`config.mk`:
```
export PLATFORM = sky130hd
export DESIGN_NAME = vga_sync_gen
export DESIGN_NICKNAME = d
export VERILOG_FILES = /design/src/rtl/vga_timing_pkg.sv /design/src/rtl/vga_axis_counter.sv /design/src/rtl/vga_sync_gen.sv
export SDC_FILE = /design/constraint.sdc
export NUM_CORES = 1
export LEC_CHECK = 0
export CAP_MARGIN = 30
export CELL_PAD_IN_SITES_DETAIL_PLACEMENT = 0
export CELL_PAD_IN_SITES_GLOBAL_PLACEMENT = 1
export CORE_ASPECT_RATIO = 0.7
export CORE_MARGIN = 1
export CORE_UTILIZATION = 32
export DETAILED_ROUTE_END_ITERATION = 10
export PLACE_DENSITY = 0.7
export SLEW_MARGIN = 20
export SYNTH_ARGS = -nofsm -noshare
export SYNTH_HDL_FRONTEND = slang
export SYNTH_HIERARCHICAL = 1
export SYNTH_SLANG_ARGS = --single-unit
```
`constraint.sdc`:
```
create_clock -name clk -period 4.09 [get_ports clk]
set_clock_uncertainty 0.05 [all_clocks]
set_input_delay 0.409 -clock clk [delete_from_list [all_inputs] [get_ports clk]]
set_output_delay 0.409 -clock clk [all_outputs]
set_load 0.01 [all_outputs]
```
`src/rtl/vga_timing_pkg.sv`:
```
// ============================================================================
// vga_timing_pkg : shared VGA timing types, 640x480@60 defaults, mode check
// Revision: 1.0
// ============================================================================
`default_nettype none

package vga_timing_pkg;

  localparam int unsigned COORD_W   = 10;
  localparam int unsigned MAX_TOTAL = 1024;

  localparam int unsigned H_VIEW_DEF  = 640;
  localparam int unsigned H_FRONT_DEF = 16;
  localparam int unsigned H_SYNC_DEF  = 96;
  localparam int unsigned H_BACK_DEF  = 48;
  localparam int unsigned V_VIEW_DEF  = 480;
  localparam int unsigned V_FRONT_DEF = 10;
  localparam int unsigned V_SYNC_DEF  = 2;
  localparam int unsigned V_BACK_DEF  = 33;

  typedef logic [COORD_W-1:0] coord_t;

  typedef enum logic [1:0] {
    PH_ACTIVE = 2'd0,
    PH_FRONT  = 2'd1,
    PH_SYNC   = 2'd2,
    PH_BACK   = 2'd3
  } phase_t;

  function automatic bit timing_ok(input int unsigned view, input int unsigned front,
                                   input int unsigned sync, input int unsigned back);
    return (view != 0) && (front != 0) && (sync != 0) && (back != 0) &&
           (view + front + sync + back <= MAX_TOTAL);
  endfunction

endpackage

`default_nettype wire

```
`src/rtl/vga_axis_counter.sv`:
```
// ============================================================================
// vga_axis_counter : one raster axis (position counter + porch/sync phase FSM)
// Revision: 1.0
// ============================================================================
`default_nettype none

module vga_axis_counter
  import vga_timing_pkg::*;
#(
  parameter int unsigned VIEW  = H_VIEW_DEF,
  parameter int unsigned FRONT = H_FRONT_DEF,
  parameter int unsigned SYNC  = H_SYNC_DEF,
  parameter int unsigned BACK  = H_BACK_DEF,
  parameter bit          POL   = 1'b0
) (
  input  logic   clk,
  input  logic   reset_n,
  input  logic   step,
  output coord_t pos_next,
  output phase_t phase_next,
  output logic   wrap,
  output logic   sync_next
);

  localparam int unsigned TOTAL = VIEW + FRONT + SYNC + BACK;

  localparam coord_t LAST_POS  = coord_t'(TOTAL - 1);
  localparam coord_t END_VIEW  = coord_t'(VIEW - 1);
  localparam coord_t END_FRONT = coord_t'(VIEW + FRONT - 1);
  localparam coord_t END_SYNC  = coord_t'(VIEW + FRONT + SYNC - 1);

  if (!timing_ok(VIEW, FRONT, SYNC, BACK)) begin : g_bad_timing
    $error("vga_axis_counter: every timing term must be nonzero and the total must fit in 1024");
  end

  coord_t pos_q, pos_d;
  phase_t phase_q, phase_d;

  always_ff @(posedge clk) begin
    if (!reset_n) begin
      pos_q   <= LAST_POS;
      phase_q <= PH_BACK;
    end else begin
      pos_q   <= pos_d;
      phase_q <= phase_d;
    end
  end

  always_comb begin
    pos_d   = pos_q;
    phase_d = phase_q;
    wrap    = 1'b0;
    if (step) begin
      if (pos_q == LAST_POS) begin
        pos_d = '0;
        wrap  = 1'b1;
      end else begin
        pos_d = pos_q + coord_t'(1);
      end
      // Each phase is left on the last position it covers.
      case (phase_q)
        PH_ACTIVE: if (pos_q == END_VIEW)  phase_d = PH_FRONT;
        PH_FRONT:  if (pos_q == END_FRONT) phase_d = PH_SYNC;
        PH_SYNC:   if (pos_q == END_SYNC)  phase_d = PH_BACK;
        PH_BACK:   if (pos_q == LAST_POS)  phase_d = PH_ACTIVE;
        default:   phase_d = PH_BACK;
      endcase
    end
  end

  assign pos_next   = pos_d;
  assign phase_next = phase_d;
  assign sync_next  = (phase_d == PH_SYNC) ? POL : ~POL;

endmodule

`default_nettype wire

```
`src/rtl/vga_sync_gen.sv`:
```
// ============================================================================
// vga_sync_gen : VGA raster timing generator (sync, coordinates, strobes)
// Revision: 1.0
// ============================================================================
`default_nettype none

module vga_sync_gen
  import vga_timing_pkg::*;
#(
  parameter int unsigned H_VIEW     = H_VIEW_DEF,
  parameter int unsigned H_FRONT    = H_FRONT_DEF,
  parameter int unsigned H_SYNC     = H_SYNC_DEF,
  parameter int unsigned H_BACK     = H_BACK_DEF,
  parameter int unsigned V_VIEW     = V_VIEW_DEF,
  parameter int unsigned V_FRONT    = V_FRONT_DEF,
  parameter int unsigned V_SYNC     = V_SYNC_DEF,
  parameter int unsigned V_BACK     = V_BACK_DEF,
  parameter bit          H_SYNC_POL = 1'b0,
  parameter bit          V_SYNC_POL = 1'b0
) (
  input  logic       clk,
  input  logic       reset_n,
  input  logic       px_en,
  output logic       hsync,
  output logic       vsync,
  output logic [9:0] x_px,
  output logic [9:0] y_px,
  output logic       activevideo,
  output logic       line_start,
  output logic       frame_start
);

  localparam int unsigned H_TOTAL = H_VIEW + H_FRONT + H_SYNC + H_BACK;
  localparam int unsigned V_TOTAL = V_VIEW + V_FRONT + V_SYNC + V_BACK;

  coord_t h_pos_next, v_pos_next;
  phase_t h_phase_next, v_phase_next;
  logic   h_wrap, v_wrap;
  logic   h_sync_next, v_sync_next;

  vga_axis_counter #(
    .VIEW (H_VIEW),
    .FRONT(H_FRONT),
    .SYNC (H_SYNC),
    .BACK (H_BACK),
    .POL  (H_SYNC_POL)
  ) u_h_axis (
    .clk       (clk),
    .reset_n   (reset_n),
    .step      (px_en),
    .pos_next  (h_pos_next),
    .phase_next(h_phase_next),
    .wrap      (h_wrap),
    .sync_next (h_sync_next)
  );

  // The vertical axis only advances on the horizontal wrap, so vsync can
  // only ever change in the cycle x returns to 0.
  vga_axis_counter #(
    .VIEW (V_VIEW),
    .FRONT(V_FRONT),
    .SYNC (V_SYNC),
    .BACK (V_BACK),
    .POL  (V_SYNC_POL)
  ) u_v_axis (
    .clk       (clk),
    .reset_n   (reset_n),
    .step      (h_wrap),
    .pos_next  (v_pos_next),
    .phase_next(v_phase_next),
    .wrap      (v_wrap),
    .sync_next (v_sync_next)
  );

  coord_t x_q, x_d, y_q, y_d;
  logic   hsync_q, hsync_d, vsync_q, vsync_d;
  logic   active_q, active_d;
  logic   line_start_q, line_start_d, frame_start_q, frame_start_d;

  always_comb begin
    x_d           = h_pos_next;
    y_d           = v_pos_next;
    hsync_d       = h_sync_next;
    vsync_d       = v_sync_next;
    active_d      = (h_phase_next == PH_ACTIVE) && (v_phase_next == PH_ACTIVE);
    line_start_d  = h_wrap;
    frame_start_d = v_wrap;
  end

  always_ff @(posedge clk) begin
    if (!reset_n) begin
      x_q           <= coord_t'(H_TOTAL - 1);
      y_q           <= coord_t'(V_TOTAL - 1);
      hsync_q       <= ~H_SYNC_POL;
      vsync_q       <= ~V_SYNC_POL;
      active_q      <= 1'b0;
      line_start_q  <= 1'b0;
      frame_start_q <= 1'b0;
    end else begin
      x_q           <= x_d;
      y_q           <= y_d;
      hsync_q       <= hsync_d;
      vsync_q       <= vsync_d;
      active_q      <= active_d;
      line_start_q  <= line_start_d;
      frame_start_q <= frame_start_d;
    end
  end

  assign x_px        = x_q;
  assign y_px        = y_q;
  assign hsync       = hsync_q;
  assign vsync       = vsync_q;
  assign activevideo = active_q;
  assign line_start  = line_start_q;
  assign frame_start = frame_start_q;

endmodule

`default_nettype wire

```
== After elaboration in Yosys (flattened, before gate mapping) ==
Cells that the tools add are included.

* Output and inout bits: 25
* Register bits after elaboration: 29

* Add/subtract/negate cells: 2
* Mux-type cells: 19
* Reductions and logical operators: 6
* Equality and inequality tests: 16

{| class="wikitable"
|+ Operators by type and width
! kind !! number
|-
| $eq A10 B10 Y1 const B || 5
|-
| $eq A10 B9 Y1 const B || 3
|-
| $add A10 B1 Y10 const B || 2
|-
| $mux W10 || 2
|-
| $mux W2 || 10
|-
| $pmux W2 S4 || 2
|-
| $eq A2 B2 Y1 const B || 6
|-
| $logic_not A2 Y1 || 4
|-
| $mux W1 || 5
|-
| $eq A2 B1 Y1 const B || 2
|-
| $reduce_and A2 Y1 || 1
|-
| $logic_and A1 B1 Y1 || 1
|}

== Depth between registers and ports, before layout ==
Gate-level depths: netlist (run 1).

* Depth in word-level cells: 6
* Mapped depth: 11
* Depth with buffers taken out: 8

== Cells and area by module ==
Netlist (run 1), hierarchy kept.

{| class="wikitable"
|+ By module, submodules not included
! module !! cells each !! instances !! area each (sq um) !! seq. area each (sq um)
|-
| vga_axis_counter at u_h_axis || 84 || 1 || 713.2 || 240.2
|-
| vga_axis_counter at u_v_axis || 88 || 1 || 710.7 || 240.2
|-
| vga_sync_gen || 53 || 1 || 680.7 || 500.5
|}

== Least setup slack after synthesis (run 1) ==
OpenSTA, ideal clock, no wires.

* Path type: input-to-reg
* Start: input px_en
* End: register y_q[9] (netlist: y_px[9])
* Stages: 11
* Data required time: 3921 ps
* Slack: 1716 ps
* Path buffers: 3
* Data arrival time: 2206 ps
* Setup time: 119 ps
* Path through: buf_4 -> and4_1 -> and4_1 -> buf_2 -> buf_2 -> nand4_1 -> nor2_1 -> and3_1 -> xnor2_1 -> nor2_1 -> or2b_1

* Word-level cells in the longest chain between the ends: 1

{| class="wikitable"
|+ RTL lines
! element !! line !! text
|-
| start: declaration || vga_sync_gen.sv:23 || <nowiki>input logic px_en,</nowiki>
|-
| $mux W1 || vga_axis_counter.sv:53 || <nowiki>if (step) begin</nowiki>
|-
| named net h_wrap || vga_sync_gen.sv:38 || <nowiki>logic h_wrap, v_wrap;</nowiki>
|-
| end signal: assignment || vga_sync_gen.sv:93 || <nowiki>y_q <= coord_t'(V_TOTAL - 1);</nowiki>
|-
| end signal: assignment || vga_sync_gen.sv:101 || <nowiki>y_q <= y_d;</nowiki>
|-
| end: declaration || vga_sync_gen.sv:75 || <nowiki>coord_t x_q, x_d, y_q, y_d;</nowiki>
|}

The timed path passes the listed nets, and every way through them passes these cells.
A chain may end at the register's enable or synchronous reset.

== Final worst setup path (run 1) ==
Ends and elaborated chain as after synthesis.

==> flow_metrics.env, run 1 <==
export IMPL_outcome="finished clean"
export IMPL_drc=0
export IMPL_synthDistinctLibCells=47
export IMPL_fmax_mhz=402
export IMPL_syn_inst=225
export IMPL_ff_latch_area_um2=981
export IMPL_synthArstFlopShare=0
export IMPL_grt_pass1_wl_um=6570
export IMPL_cts_tree="done"
export IMPL_num_fill_cells=618
export IMPL_synth_seq_cells=49
export IMPL_p_per_area_nw_per_um2=632
export IMPL_synthFlopType="dfxtp_1"
export IMPL_synth_top_area_share=0.466
export IMPL_min_period_ns=2.49
export IMPL_r2r_start="u_h_axis/pos_q[4]"
export IMPL_critPathCaptureType="flip-flop"
export IMPL_final_setup_viol_count=0
export IMPL_clk_pin_slew_ns=0.09
export IMPL_portBuffers=27
export IMPL_grt_start_max_net_pins=34
export IMPL_leakage_nw=1.03
export IMPL_ios=28
export IMPL_routed_via_density=4.67
export IMPL_grt_usage=0.122
export IMPL_ys_warn_count=6
export IMPL_cap_violations=0
export IMPL_diodes=0
export IMPL_p_total_w=0.00161
export IMPL_crit_slowest_cell="clkdlybuf4s50_1"
export IMPL_p_int_w=0.00107
export IMPL_synth_top_area_cell="dfxtp_1"
export IMPL_final_nets=259
export IMPL_placedInstanceArea_um2=2430
export IMPL_gr_total_overflow=0
export IMPL_clockBufferDepth=2
export IMPL_slowest_delay_ns=0.66
export IMPL_worstHoldStart="u_v_axis/phase_q[0]"
export IMPL_critical_path_startpoint_type="input pin"
export IMPL_worst_pin_slew_ns=0.384
export IMPL_maxSlewHeadroom=0.743
export IMPL_synth_area_per_cell_um2=9.35
export IMPL_cts_buffers_inserted=5
export IMPL_first_pass_iters=4
export IMPL_rows=24
export IMPL_start_util=0.335
export IMPL_final_max_slew_viol_count=0
export IMPL_clkPwrFrac=0.222
export IMPL_grt_pass1_vias=1330
export IMPL_worstPathArrival_ns=2.63
export IMPL_power_frac_comb=0.347
export IMPL_syn_area_um2=2100
export IMPL_clk_latency_ns=0.30
export IMPL_cts_hold_buf=0
export IMPL_hold_viol=0
export IMPL_ant_nets=0
export IMPL_syn_to_final_growth_pct=21.2
export IMPL_post_cts_buffers=0
export IMPL_crit_family="simple AND/OR/NAND/NOR gates"
export IMPL_hpwlAfterDp_um=2760
export IMPL_layout_drive_gt1_share=0.0791
export IMPL_die_area_um2=6910
export IMPL_routedWlPerCell_um=12.0
export IMPL_period_share=0.608
export IMPL_gp_congestion=0.870
export IMPL_synth_area_leaders="dfxtp_1, and2_1, xnor2_1"
export IMPL_grt_setup_unrepaired="no"
export IMPL_seqPwrFrac=0.431
export IMPL_yosysSeqAreaShare=0.466
export IMPL_design_area_um2=2550
export IMPL_path_max_fanout=8
export IMPL_path_class="in -> reg"
export IMPL_synth_nets=232
export IMPL_wl_um=3970
export IMPL_synth_edf_count=0
export IMPL_hold_class="reg -> reg"
export IMPL_core_area_um2=6280
export IMPL_die_x_um=98.9
export IMPL_root_buffer="clkbuf_8"
export IMPL_cp_cell_sequence="clkdlybuf4s50_1, and4_1, and4_1, nand4_1, nor2_1, and3_1, xnor2_1, nor2_1, or2b_1"
export IMPL_antenna_found_initial=0
export IMPL_die_h_um=69.9
export IMPL_cp_required_ns=4.24
export IMPL_drtIter0Drc=89
export IMPL_cts_resized=0
export IMPL_crit_start="px_en"
export IMPL_cts_sinks=49
export IMPL_htree_levels=2
export IMPL_switchingPower_w=0.000538
export IMPL_via_count=1545
export IMPL_setup_tns_ns=0
export IMPL_multi_input_area_um2=1040
export IMPL_worst_path_buf_inv=1
export IMPL_swShare=0.334
export IMPL_ir_drop_mv=0.272
==> worst paths after layout <==
path,endpoint,slack (ns),cells past startpoint
min,u_v_axis/phase_q[0],0.53,2
max reg2reg,y_px[9],1.81,8
max,y_px[9],1.60,9
min reg2reg,u_v_axis/phase_q[0],0.53,2
==> kinds of logic (layout without fill, tap and decap cells) <==
logic type	count (synthesis)	after routing	synth area share
xor gates and xnor gates	15	15	0.0624
AOI/OAI and AO/OA	26	26	0.0767
muxes	2	2	0.00951
adders and majority gates	4	4	0.0238
DFF	49	49	0.466
and+or+nand+nor	112	112	0.320
buffers and inverters	17	45	0.0416
==> cell usage in the layout, fill, tap and decap left out, drive strengths merged, types with 4 or more instances in the layout <==
cell type | netlist | final
a21oi | 5 | 5
and2 | 17 | 17
and3 | 7 | 7
clkbuf | 2 | 6
clkdlybuf4s50 | 0 | 27
dfxtp | 49 | 49
ha | 4 | 4
inv | 8 | 8
nand2 | 13 | 13
nand2b | 12 | 12
nand3 | 5 | 5
nand4 | 10 | 10
nor2 | 18 | 18
nor2b | 7 | 7
nor3 | 4 | 4
o21ai | 11 | 11
or2 | 4 | 4
or2b | 4 | 4
xnor2 | 8 | 8
xor2 | 7 | 7
==> cell type report <==
class	instances	share of cell area
multi-input cells	159	0.406
flip-flops and latches	49	0.385
repair buffers	29	0.112
well taps	78	0.0383
clock buffers	6	0.0324
clock inverters	2	0.0147
inverters	8	0.0118
==> state kept, by name (all words and copies together), names as in the netlist, 2 cells and up <==
name	count
x_px	10
u_h_axis/pos_q	10
u_v_axis/pos_q	10
u_h_axis/phase_q	2
y_px	10
u_v_axis/phase_q	2
==> tightest hold or removal path: cells and delay by family (launching register included) <==
kind,cells,cell delay (ns)
flops,1,0.37
compound gates,1,0.11
simple gates,1,0.07
==> power by group through the flow <==
stage / Sequential [W] / Clock (W) / Combinational [W]
3_5_place_dp: 0.000700 / 0 / 0.000558
2_1_floorplan: 0.000693 / 0 / 0.000379
4_1_cts: 0.000692 / 0.000371 / 0.000563
6_report: 0.000695 / 0.000358 / 0.000560
3_3_place_gp: 0.000705 / 0 / 0.000558
5_1_grt: 0.000709 / 0.000390 / 0.000621
==> through the flow <==
stage	hold WS, ns	setup slack (ns)	cells	util
4_1_cts	0.539	1.61	331	0.406
2_1_floorplan	0.430	1.72	225	-
3_3_place_gp	0.506	1.39	323	0.387
3_5_place_dp	0.514	1.29	323	0.387
5_1_grt	0.579	1.46	331	0.406
6_report	0.529	1.60	331	0.406
==> routing by layer <==
metal  GRT usage  part of all wire
met1       0.195              0.59
met3      0.0380             0.052
met4      0.0448             0.011
met5           0                 0
met2       0.145              0.35
==> cell usage after synthesis (2+ instances only) <==
cell type / number
and4_1: 3
nand2_1: 13
buf_2: 3
o21ai_1: 2
buf_4: 2
dfxtp_1: 49
nor2_1: 18
nand2b_1: 11
and3_1: 7
nand4_1: 9
or2b_1: 4
xor2_1: 7
nor3_1: 4
or2_2: 2
mux2i_1: 2
nor2b_1: 7
xnor2_1: 8
ha_1: 4
or2_1: 2
and2_1: 17
inv_1: 7
o22ai_1: 2
nor4_1: 2
nand3_1: 5
o21ai_0: 9
a21oi_1: 4
a41oi_1: 2
No activity file was read; power rests on OpenSTA's default activity.
==> run 2: changes to the inputs <==
- clock period: 4.09 -> 2.53 ns (I/O delays scaled with it)
==> run 2 against run 1 <==
Compared with the run above: worst hold slack better by 0.0073 ns; combinational power up 67%; clock power up 62%; final area up 1.5%; routed wire length up 1.8%; clock-buffer cell count unchanged; final cell count up 1.5%; critical path depth down 2; die area unchanged; critical endpoint is now activevideo; largest power group unchanged.
==> flow_metrics.env, run 2 (synthesis gave the netlist of run 1 again) <==
export IMPL_layout_commonest_cell="dfxtp_1"
export IMPL_grt_pass1_wl_um=6710
export IMPL_htree_levels=2
export IMPL_seqPwrFrac=0.424
export IMPL_swShare=0.332
export IMPL_p_per_area_nw_per_um2=1010
export IMPL_final_setup_viol_count=0
export IMPL_portBuffers=27
export IMPL_post_cts_buffers=0
export IMPL_first_pass_iters=4
export IMPL_critical_path_startpoint_type="flip-flop"
export IMPL_min_period_ns=2.26
export IMPL_drtIter0Drc=74
export IMPL_wl_met2_um=1360
export IMPL_syn_to_final_growth_pct=22.9
export IMPL_critPathCaptureType="flip-flop"
export IMPL_power_frac_comb=0.355
export IMPL_via_count=1564
export IMPL_wl_um=4040
export IMPL_routed_via_density=4.65
export IMPL_drc=0
export IMPL_ff_latch_area_um2=981
export IMPL_root_buffer="clkbuf_8"
export IMPL_r2r_start="u_h_axis/pos_q[8]"
export IMPL_rows=24
export IMPL_cp_required_ns=2.67
export IMPL_grt_usage=0.127
export IMPL_layout_common_cells="dfxtp_1, clkdlybuf4s50_1, nor2_1, and2_1, nand2_1"
export IMPL_cts_tree="done"
export IMPL_core_area_um2=6280
export IMPL_start_util=0.335
export IMPL_diodes=0
export IMPL_num_fill_cells=622
export IMPL_p_total_w=0.00263
export IMPL_wl_met1_um=2430
export IMPL_period_share=0.895
export IMPL_fmax_mhz=442
export IMPL_cap_violations=0
export IMPL_highest_layer="met4"
export IMPL_crit_start="u_h_axis/pos_q[8]"
export IMPL_die_area_um2=6910
export IMPL_ir_drop_mv=0.453
export IMPL_switchingPower_w=0.000871
export IMPL_cts_sinks=49
export IMPL_grt_pass1_vias=1370
export IMPL_cts_buffers_inserted=5
export IMPL_final_max_slew_viol_count=0
export IMPL_p_int_w=0.00175
export IMPL_gp_congestion=0.845
export IMPL_die_x_um=98.9
export IMPL_multi_input_area_um2=1040
export IMPL_clkPwrFrac=0.221
export IMPL_routedWlPerCell_um=12.0
export IMPL_ios=28
export IMPL_outcome="finished clean"
export IMPL_path_max_fanout=20
export IMPL_wl_met3_um=174
export IMPL_gr_total_overflow=0
export IMPL_ant_nets=0
export IMPL_grt_start_max_net_pins=28
export IMPL_setup_tns_ns=0
export IMPL_final_nets=264
export IMPL_worst_pin_slew_ns=0.382
export IMPL_leakage_nw=1.05
export IMPL_worstHoldStart="u_v_axis/phase_q[0]"
export IMPL_path_class="reg -> reg"
export IMPL_cts_hold_buf=0
export IMPL_maxSlewHeadroom=0.743
export IMPL_clk_pin_slew_ns=0.09
export IMPL_grt_setup_unrepaired="no"
export IMPL_worstPathArrival_ns=2.41
export IMPL_layout_drive_gt1_share=0.0969
export IMPL_cts_resized=0
export IMPL_fin_util=0.412
export IMPL_hpwlAfterDp_um=2920
export IMPL_clockBufferDepth=2
export IMPL_antenna_found_initial=0
export IMPL_hold_viol=0
export IMPL_clk_latency_ns=0.31
export IMPL_hold_class="reg -> reg"
export IMPL_die_h_um=69.9
-- run 2: cell types whose count changed in the layout (fill, tap and decap cells not counted) --
cell and change:
buf_4 +5
-- run 2: per-stage QoR --
| stage | hold WS [ns] | std cells | setup WS (ns) | instance area (um^2) |
|---|---|---|---|---|
| after floorplan | 0.274 | 225 | 0.266 | 2100 |
| after global placement | 0.506 | 328 | 0.150 | 2470 |
| after detailed placement | 0.503 | 328 | 0.105 | 2470 |
| after CTS | 0.530 | 336 | 0.289 | 2590 |
| after global routing | 0.577 | 336 | 0.0241 | 2590 |
| final | 0.537 | 336 | 0.265 | 2590 |
-- run 2: critical path, cell delays in order (launching register included) --
cell and delay (ns):
dfxtp_1 0.47, nor2b_1 0.28, and4_1 0.27, buf_4 0.23, and2_1 0.18, a21boi_0 0.29
nor2_1 0.08, nor4_1 0.30
-- run 2: path summary, 6_finish.rpt --
path | slack (ns) | cells past startpoint | end
hold reg to reg | 0.54 | 2 | u_v_axis/phase_q[0]
setup reg to reg | 0.27 | 7 | activevideo
setup / recovery | 0.27 | 7 | activevideo
hold / removal | 0.54 | 2 | u_v_axis/phase_q[0]
-- run 2: layout make-up --
class                   instances  share of cell area
well taps                      78              0.0377
multi-input cells             159               0.400
repair buffers                 34               0.125
inverters                       8              0.0116
clock buffers                   6              0.0319
flip-flops and latches         49               0.379
clock inverters                 2              0.0145
-- run 2: power by group through the flow --
stage	Combinational (W)	Sequential [W]	Clock, W
after floorplan	0.000613	0.00112	0
after global placement	0.000937	0.00113	0
after detailed placement	0.000936	0.00112	0
after CTS	0.000941	0.00111	0.000605
after global routing	0.00103	0.00114	0.000636
final	0.000933	0.00111	0.000581
-- run 2: per-layer routing --
metal / vias up / GRT usage
met5: - / 0
met4: 0 / 0.0597
met3: 7 / 0.0350
met2: 35 / 0.146
met1: 686 / 0.206
li1: 836 / -
